===== src/rtl/pipeline_pkg.sv =====
// Shared pipeline control definitions: hazard FSM encoding, register address width
// and the hard-wired zero register.
package pipeline_pkg;

  localparam int REG_AW = 5;

  localparam logic [REG_AW-1:0] ZERO_REG = '0;

  typedef enum logic [1:0] {
    S_IDLE     = 2'd0,
    S_RUN      = 2'd1,
    S_MDU_WAIT = 2'd2
  } hz_state_t;

endpackage


===== src/rtl/sat_counter32.sv =====
// 32-bit up-counter with synchronous reset and enable.
// It sticks at all-ones instead of wrapping.
module sat_counter32 (
  input  logic        clk,
  input  logic        reset,
  input  logic        en,
  output logic [31:0] count
);

  always_ff @(posedge clk) begin
    if (reset) begin
      count <= '0;
    end else if (en && (count != 32'hFFFF_FFFF)) begin
      count <= count + 32'd1;
    end
  end

endmodule


===== src/rtl/hazard_stall_unit.sv =====
// Global pipeline enable plus per-register hold/flush/bubble controls.
// Covers load-use, taken-branch flush and multi-cycle MULT/DIV occupancy.
module hazard_stall_unit #(
  parameter int REG_AW     = pipeline_pkg::REG_AW,
  parameter int MUL_CYCLES = 4,
  parameter int DIV_CYCLES = 32,
  parameter int CNT_W      = 6
) (
  input  logic              clk,
  input  logic              reset,
  input  logic              ena,
  input  logic [REG_AW-1:0] id_rs,
  input  logic [REG_AW-1:0] id_rt,
  input  logic              id_uses_rs,
  input  logic              id_uses_rt,
  input  logic              exe_is_load,
  input  logic [REG_AW-1:0] exe_load_dst,
  input  logic              exe_branch_taken,
  input  logic              exe_mdu_start,
  input  logic              exe_mdu_is_div,
  output logic              pipe_ena,
  output logic              pc_ena,
  output logic              if_id_hold,
  output logic              if_id_flush,
  output logic              id_exe_hold,
  output logic              id_exe_bubble,
  output logic              exe_mem_bubble,
  output logic              mdu_busy,
  output logic [31:0]       stall_cycles
);

  import pipeline_pkg::*;

  // The start cycle is the first of the N stall cycles, so the wait state runs N-1 more.
  localparam logic [CNT_W-1:0] MUL_LOAD = CNT_W'(MUL_CYCLES - 2);
  localparam logic [CNT_W-1:0] DIV_LOAD = CNT_W'(DIV_CYCLES - 2);

  hz_state_t        state, state_nxt;
  logic [CNT_W-1:0] cnt, cnt_nxt;
  logic             lu;
  logic             mdu_stall;

  assign lu = exe_is_load && (exe_load_dst != REG_AW'(ZERO_REG)) &&
              ((id_uses_rs && (id_rs == exe_load_dst)) ||
               (id_uses_rt && (id_rt == exe_load_dst)));

  always_ff @(posedge clk) begin
    if (reset) begin
      state <= S_IDLE;
      cnt   <= '0;
    end else begin
      state <= state_nxt;
      cnt   <= cnt_nxt;
    end
  end

  always_comb begin
    state_nxt     = state;
    cnt_nxt       = cnt;
    mdu_stall     = 1'b0;
    pipe_ena      = 1'b0;
    pc_ena        = 1'b0;
    if_id_hold    = 1'b0;
    if_id_flush   = 1'b0;
    id_exe_bubble = 1'b0;
    if (ena) begin
      case (state)
        S_IDLE: state_nxt = S_RUN;
        S_RUN: begin
          pipe_ena = 1'b1;
          if (exe_mdu_start) begin
            mdu_stall = 1'b1;
            cnt_nxt   = exe_mdu_is_div ? DIV_LOAD : MUL_LOAD;
            state_nxt = S_MDU_WAIT;
          end else if (exe_branch_taken) begin
            // The ID instruction is wrong-path, so any load-use match is irrelevant.
            pc_ena        = 1'b1;
            if_id_flush   = 1'b1;
            id_exe_bubble = 1'b1;
          end else if (lu) begin
            if_id_hold    = 1'b1;
            id_exe_bubble = 1'b1;
          end else begin
            pc_ena = 1'b1;
          end
        end
        S_MDU_WAIT: begin
          pipe_ena  = 1'b1;
          mdu_stall = 1'b1;
          if (cnt == '0) state_nxt = S_RUN;
          else           cnt_nxt   = cnt - 1'b1;
        end
        default: state_nxt = S_IDLE;
      endcase
    end
    if (mdu_stall) if_id_hold = 1'b1;
  end

  assign id_exe_hold    = mdu_stall;
  assign exe_mem_bubble = mdu_stall;
  assign mdu_busy       = mdu_stall;

  sat_counter32 u_stall_cnt (
    .clk   (clk),
    .reset (reset),
    .en    (ena && (state != S_IDLE) && !pc_ena),
    .count (stall_cycles)
  );

endmodule


===== config.mk =====
export PLATFORM = sky130hd
export DESIGN_NAME = hazard_stall_unit
export DESIGN_NICKNAME = d
export VERILOG_FILES = /design/src/rtl/pipeline_pkg.sv /design/src/rtl/sat_counter32.sv /design/src/rtl/hazard_stall_unit.sv
export SDC_FILE = /design/constraint.sdc
export NUM_CORES = 1
export LEC_CHECK = 0
export CAP_MARGIN = 20
export CORE_MARGIN = 2
export CORE_UTILIZATION = 35
export DETAILED_ROUTE_END_ITERATION = 8
export HOLD_SLACK_MARGIN = 0.06
export PLACE_DENSITY = 0.6
export SLEW_MARGIN = 20
export SYNTH_ARGS = -nofsm -noshare
export SYNTH_HDL_FRONTEND = slang
export SYNTH_HIERARCHICAL = 1
export SYNTH_SLANG_ARGS = --single-unit

===== constraint.sdc =====
create_clock -name clk -period 3.1 [get_ports clk]
set_clock_uncertainty 0.1 [all_clocks]
set_input_delay 0.62 -clock clk [delete_from_list [all_inputs] [get_ports clk]]
set_output_delay 0.62 -clock clk [all_outputs]
set_load 0.01 [all_outputs]

==> results of run 1 <==
[cells by family after synthesis]
kind of cell / share of synthesized area [%]
multiplexers: 1.33
adder cells (fa/ha/maj): 3.08
XOR/XNOR: 6.10
buffers and inverters: 4.15
AND/OR/NAND/NOR: 31.2
AO/OA/AOI/OAI: 21.3
flip-flops: 32.8
[synth_stat cells, types with 2 or more instances]
master	count	area [µm²]
nor3_1	5	25.0
nor3b_1	3	22.5
clkbuf_1	9	33.8
nor4_1	6	37.5
nand3b_1	2	15.0
nand4_1	10	62.6
nor2_1	20	75.1
a211oi_1	2	15.0
nand2_1	14	52.6
xor2_1	9	78.8
nor2b_1	3	18.8
o21ai_0	11	55.1
buf_4	2	15.0
a2111oi_0	2	17.5
dfxtp_1	40	801
and3_1	3	18.8
inv_1	10	37.5
and2_1	3	18.8
xnor2_1	8	70.1
and4_1	4	35.0
nand2b_1	4	25.0
buf_2	3	15.0
or2_2	2	12.5
a31oi_1	2	12.5
nand3_1	15	75.1
ha_1	6	75.1
or3_1	13	81.3
or4_1	15	113
a21oi_1	30	150
o31ai_1	18	135
[per-layer routing]
metal | share of wire [%] | track usage, % | wire length, µm
met4 | 0.62 | 4.34 | 40
met5 | 0 | 0 | 0
met1 | 46 | 21.3 | 2970
met3 | 4.2 | 3.70 | 268
met2 | 49 | 32.0 | 3170
[what timing repair did]
item / 4_1_cts / 5_1_grt
resized for setup: 19 / 28
endpoints found under the hold margin: 0 / 0
endpoints found under the setup margin: 9 / 13
pin swaps: 8 / 10
setup buffers: 5 / 1
[worst paths after layout]
path              slack [ns]     startpoint               endpoint
hold reg to reg         0.40         cnt[5]                 cnt[5]
setup reg to reg        0.22       state[0]  u_stall_cnt/count[29]
hold / removal          0.40         cnt[5]                 cnt[5]
setup / recovery        0.10  exe_mdu_start  u_stall_cnt/count[29]
[through the flow]
stage | hold WS (ns) | utilization, % | setup slack [ns] | area (µm²) | power [W]
after CTS | 0.398 | 51.4 | 0.000732 | 3470 | 0.00105
after global placement | 0.373 | 49.8 | -0.414 | 3370 | 0.000716
final | 0.398 | 52.1 | 0.104 | 3520 | 0.00104
after detailed placement | 0.381 | 49.8 | -0.466 | 3370 | 0.000717
after global routing | 0.430 | 52.1 | 0.0127 | 3520 | 0.00109
after floorplan | 0.349 | - | 0.0290 | 2450 | 0.000637
[cell usage in the layout (no fill, tap or decap), types with 3 or more instances in the layout]
cell type	synthesis	routed
ha_1	6	6
nor2b_1	3	3
nor2_1	20	20
dfxtp_1	40	40
o21ai_0	11	9
xnor2_1	8	8
and4_1	4	4
xor2_1	9	9
o31ai_1	18	18
dlymetal6s2s_1	0	4
nand3_1	15	15
dlygate4sd2_1	0	6
buf_4	2	37
clkdlybuf4s50_1	0	44
nor3b_1	3	3
clkbuf_2	0	5
or4_1	15	13
nand2_1	14	14
nand2b_1	4	3
clkbuf_8	0	5
or3_1	13	12
and2_1	3	4
nor4_2	1	4
inv_1	10	9
and3_1	3	3
nand4_1	10	10
clkdlybuf4s15_1	0	4
a21oi_1	30	29
nor3_1	5	5
[cell type report]
cell class | count | area share, %
Clock buffer | 6 | 2.06
Tap cell | 80 | 2.84
Multi-Input combinational cell | 232 | 46.0
Clock inverter | 1 | 0.142
Timing Repair Buffer | 100 | 25.2
Inverter | 10 | 1.07
Sequential cell | 40 | 22.8
[critical path, stage by stage]
cell             delay [ns]
clkdlybuf4s50_1        0.49
nand2b_4               0.14
nor2_1                 0.05
or3_4                  0.33
o21ai_4                0.07
nand4_1                0.09
buf_4                  0.16
nor4_4                 0.22
buf_4                  0.18
nand4_1                0.11
or4_4                  0.53
a21oi_2                0.11
[registers in the layout, indices dropped and copies added, names as in the netlist]
signal	flops
cnt	6
state	2
u_stall_cnt/count	32
[report_power, final]
part	switching (W)	internal [W]
clock network	0.000178	0.000153
registers	0.00000974	0.000523
logic	0.0000866	0.0000906
==> flow_metrics.env, run 1 <==
export IMPL_ff_latch_area_um2=801
export IMPL_drt_iter0_drc=94
export IMPL_synth_warnings=6
export IMPL_area_delta_synth_final_pct=44.3
export IMPL_clkSlewWorstSetupHoldPaths_ns=0.08
export IMPL_post_route_min_period_ns=3.00
export IMPL_dr_pass1_iters=4
export IMPL_clk_latency_ns=0.29
export IMPL_end_kind="flop"
export IMPL_postRouteAntennaNets=0
export IMPL_core_area_um2=6760
export IMPL_dp_cells=457
export IMPL_outcome="finished, final reports clean"
export IMPL_drive_above_1_share_pct=18.8
export IMPL_whs_path_depth=2
export IMPL_ys_seq_area_share_pct=32.8
export IMPL_vias=2565
export IMPL_htree_levels=2
export IMPL_die_y_um=87.5
export IMPL_worstMarginPinSlew_ns=0.688
export IMPL_netlist_area_um2=2440
export IMPL_worstPathMaxFanout=4
export IMPL_grt_max_degree=19
export IMPL_synthFlopType="dfxtp_1"
export IMPL_synth_area_per_cell_um2=8.24
export IMPL_startpoint_type="input port"
export IMPL_die_area_um2=7650
export IMPL_fmax_ghz=0.334
export IMPL_grt_pass1_vias=2476
export IMPL_syn_inst=296
export IMPL_antenna_found_initial=0
export IMPL_rsz0062_at_grt="false"
export IMPL_period_share_pct=96.6
export IMPL_fin_setup_tns_ns=0
export IMPL_wl_um=6450
export IMPL_hold_buffers=0
export IMPL_fillCellCount=673
export IMPL_power_density_nw_per_um2=296
export IMPL_die_width_um=87.5
export IMPL_setup_viol=0
export IMPL_routedWlPerCell_um=13.8
export IMPL_peakVddDrop_uv=162
export IMPL_hold_viol=0
export IMPL_critPathArrivalTime_ns=3.12
export IMPL_cts_buffers=5
export IMPL_numPortBuffers=63
export IMPL_initial_core_util_pct=36.1
export IMPL_grt_pass1_wl_um=11000
export IMPL_cts_tree="built"
export IMPL_max_slew_margin_pct=54.0
export IMPL_post_dp_hpwl_um=4900
export IMPL_syn_nets=326
export IMPL_track_usage_pct=17.7
export IMPL_vias_per_cell=5.47
export IMPL_root_buffer="clkbuf_8"
export IMPL_multi_input_area_um2=1620
export IMPL_tritoncts_num_sinks=40
export IMPL_synth_seq_cells=40
export IMPL_rows=30
export IMPL_gp_congestion=0.872
export IMPL_cap_violations=0
export IMPL_hp_class="flop to flop"
export IMPL_p_leak_nw=1.24
export IMPL_cts_buffer_depth=2
export IMPL_gr_total_overflow=0
export IMPL_maxSlewViolCount=0
export IMPL_r2r_cells=11
export IMPL_synth_edf_count=0
export IMPL_diodes=0
export IMPL_nets=419
export IMPL_io_pins=64
export IMPL_async_flop_share_pct=0
export IMPL_cp_required_ns=3.22
export IMPL_yosysUniqueCellTypes=52
export IMPL_post_route_drc_count=0
export IMPL_final_cell_count_no_fill=469
export IMPL_critical_path_class="input port to flop"
(Power assumes the default switching activity.)
==> inputs of run 2 (changes only) <==
--- a/config.mk
+++ b/config.mk
@@ -8,8 +8,10 @@
 export CAP_MARGIN = 20
 export CORE_MARGIN = 2
 export CORE_UTILIZATION = 35
+export CTS_CLUSTER_DIAMETER = 60
 export DETAILED_ROUTE_END_ITERATION = 8
 export HOLD_SLACK_MARGIN = 0.06
+export MAX_ROUTING_LAYER = met4
 export PLACE_DENSITY = 0.6
 export SLEW_MARGIN = 20
 export SYNTH_ARGS = -nofsm -noshare
==> flow_metrics.env, run 2 (synthesis gave the netlist of run 1 again) <==
export IMPL_outcome="finished, final reports clean"
export IMPL_critical_path_class="input port to flop"
export IMPL_post_route_min_period_ns=3.00
export IMPL_path_cells="clkdlybuf4s50_1 -> nand2b_4 -> nor2_1 -> or3_4 -> o21ai_4 -> nand4_1 -> buf_4 -> nor4_4 -> buf_4 -> nand4_1 -> or4_4 -> a21oi_2"
export IMPL_cap_violations=0
export IMPL_grt_pass1_wl_um=11000
export IMPL_post_dp_hpwl_um=4900
export IMPL_wl_um=6450
export IMPL_dr_pass1_iters=4
export IMPL_gp_congestion=0.886
export IMPL_gr_total_overflow=0
export IMPL_period_share_pct=96.6
export IMPL_maxSlewViolCount=0
export IMPL_die_width_um=87.5
export IMPL_worstMarginPinSlew_ns=0.686
export IMPL_slowest_stage="or4_4"
export IMPL_grt_max_degree=19
export IMPL_startpoint_type="input port"
export IMPL_initial_core_util_pct=36.1
export IMPL_rows=30
export IMPL_peakVddDrop_uv=162
export IMPL_worst_path_largest_cell_delay_ns=0.53
export IMPL_p_leak_nw=1.24
export IMPL_grt_pass1_vias=2475
export IMPL_die_area_um2=7650
export IMPL_track_usage_pct=18.2
export IMPL_placed_cell_area_um2=3370
export IMPL_rsz0062_at_grt="false"
export IMPL_core_area_um2=6760
export IMPL_diodes=0
export IMPL_die_y_um=87.5
export IMPL_power_density_nw_per_um2=296
export IMPL_vias=2560
export IMPL_vias_per_cell=5.46
export IMPL_worstPathMaxFanout=4
export IMPL_drt_iter0_drc=98
export IMPL_numPortBuffers=63
export IMPL_cp_buffers_inverters=3
export IMPL_antenna_found_initial=0
export IMPL_cts_tree="built"
export IMPL_root_buffer="clkbuf_8"
export IMPL_end_kind="flop"
export IMPL_tritoncts_num_sinks=40
export IMPL_post_route_drc_count=0
export IMPL_fmax_ghz=0.334
export IMPL_max_slew_margin_pct=54.1
export IMPL_layout_commonest_cell="clkdlybuf4s50_1"
export IMPL_final_cell_mix="44 x clkdlybuf4s50_1, 40 x dfxtp_1, 37 x buf_4"
export IMPL_routedWlPerCell_um=13.7
export IMPL_largest_register="u_stall_cnt/count"
export IMPL_nets=419
export IMPL_hp_class="flop to flop"
export IMPL_drive_above_1_share_pct=18.8
export IMPL_clkSlewWorstSetupHoldPaths_ns=0.08
export IMPL_reg_top3="u_stall_cnt/count (32), cnt (6), state (2)"
export IMPL_largest_reg_flops=32
export IMPL_p_total_w=0.00104
export IMPL_io_pins=64
export IMPL_postRouteAntennaNets=0
export IMPL_area_delta_synth_final_pct=44.3
export IMPL_cp_required_ns=3.22
export IMPL_hold_viol=0
export IMPL_critPathArrivalTime_ns=3.12
export IMPL_critPathTopFamily="simple AND/OR/NAND/NOR gates"
export IMPL_setup_viol=0
export IMPL_cts_buffer_depth=2
export IMPL_clk_latency_ns=0.29
export IMPL_cts_buffers=5
export IMPL_htree_levels=2
export IMPL_fin_area_um2=3520
[run 2: cell counts in the layout (fill, tap and decap cells not counted)]
Identical to the previous run, type by type.
[run 2: what timing repair did]
| item | CTS | global route |
|---|---|---|
| setup buffers | 5 | 1 |
| hold buffers | 0 | 0 |
| resized for setup | 19 | 28 |
| pin swaps | 8 | 10 |
| endpoints found under the setup margin | 9 | 13 |
[run 2: worst reg2reg max path, delay by kind of cell, from the launching register on]
family / cells / cell delay, ns
AOI/OAI and AO/OA: 2 / 0.26
buffers and inverters: 3 / 0.42
and+or+nand+nor: 5 / 1.45
adders and majority gates: 1 / 0.23
DFF: 1 / 0.36
[run 2: area by class of cell]
cell class | count | area [µm²]
repair buffers | 100 | 886
well taps | 80 | 100
inverters | 10 | 37.5
fillers | 673 | 3240
clock inverters | 1 | 5.00
multi-input cells | 232 | 1620
flip-flops and latches | 40 | 801
clock buffers | 6 | 72.6
[run 2: path summary, 6_finish.rpt]
| kind | from | end | slack [ns] | depth (start not counted) |
|---|---|---|---|---|
| worst max-delay path | exe_mdu_start | u_stall_cnt/count[29] | 0.10 | 12 |
| worst min-delay path | cnt[5] | cnt[5] | 0.40 | 2 |
| worst min register to register | cnt[5] | cnt[5] | 0.40 | 2 |
| worst max register to register | state[0] | u_stall_cnt/count[29] | 0.22 | 11 |
[run 2: report_power, final]
part	switching, W	internal [W]	leakage [nW]
sequential	0.00000974	0.000523	0.323
clock	0.000178	0.000153	0.0410
combinational	0.0000866	0.0000906	0.880
total	0.000274	0.000766	1.24
[run 2: per-stage QoR]
| stage | util (%) | TNS, ns | hold slack, ns | setup WS (ns) | cells |
|---|---|---|---|---|---|
| 2_1_floorplan | - | 0 | 0.349 | 0.0290 | 296 |
| 4_1_cts | 51.4 | 0 | 0.398 | 0.000732 | 469 |
| 5_1_grt | 52.1 | 0 | 0.430 | 0.0127 | 469 |
| 3_3_place_gp | 49.8 | -4.54 | 0.373 | -0.414 | 457 |
| 3_5_place_dp | 49.8 | -5.15 | 0.381 | -0.466 | 457 |
| 6_report | 52.1 | 0 | 0.398 | 0.105 | 469 |
[run 2: routing by layer]
| metal | vias up | wire length (µm) | share of wire [%] | GRT usage, % |
|---|---|---|---|---|
| met5 | - | 0 | 0 | - |
| met4 | 0 | 40 | 0.62 | 4.34 |
| met3 | 4 | 250 | 3.9 | 3.41 |
| met2 | 57 | 3160 | 49 | 32.0 |
| met1 | 1185 | 2990 | 46 | 21.5 |
| li1 | 1314 | - | - | - |
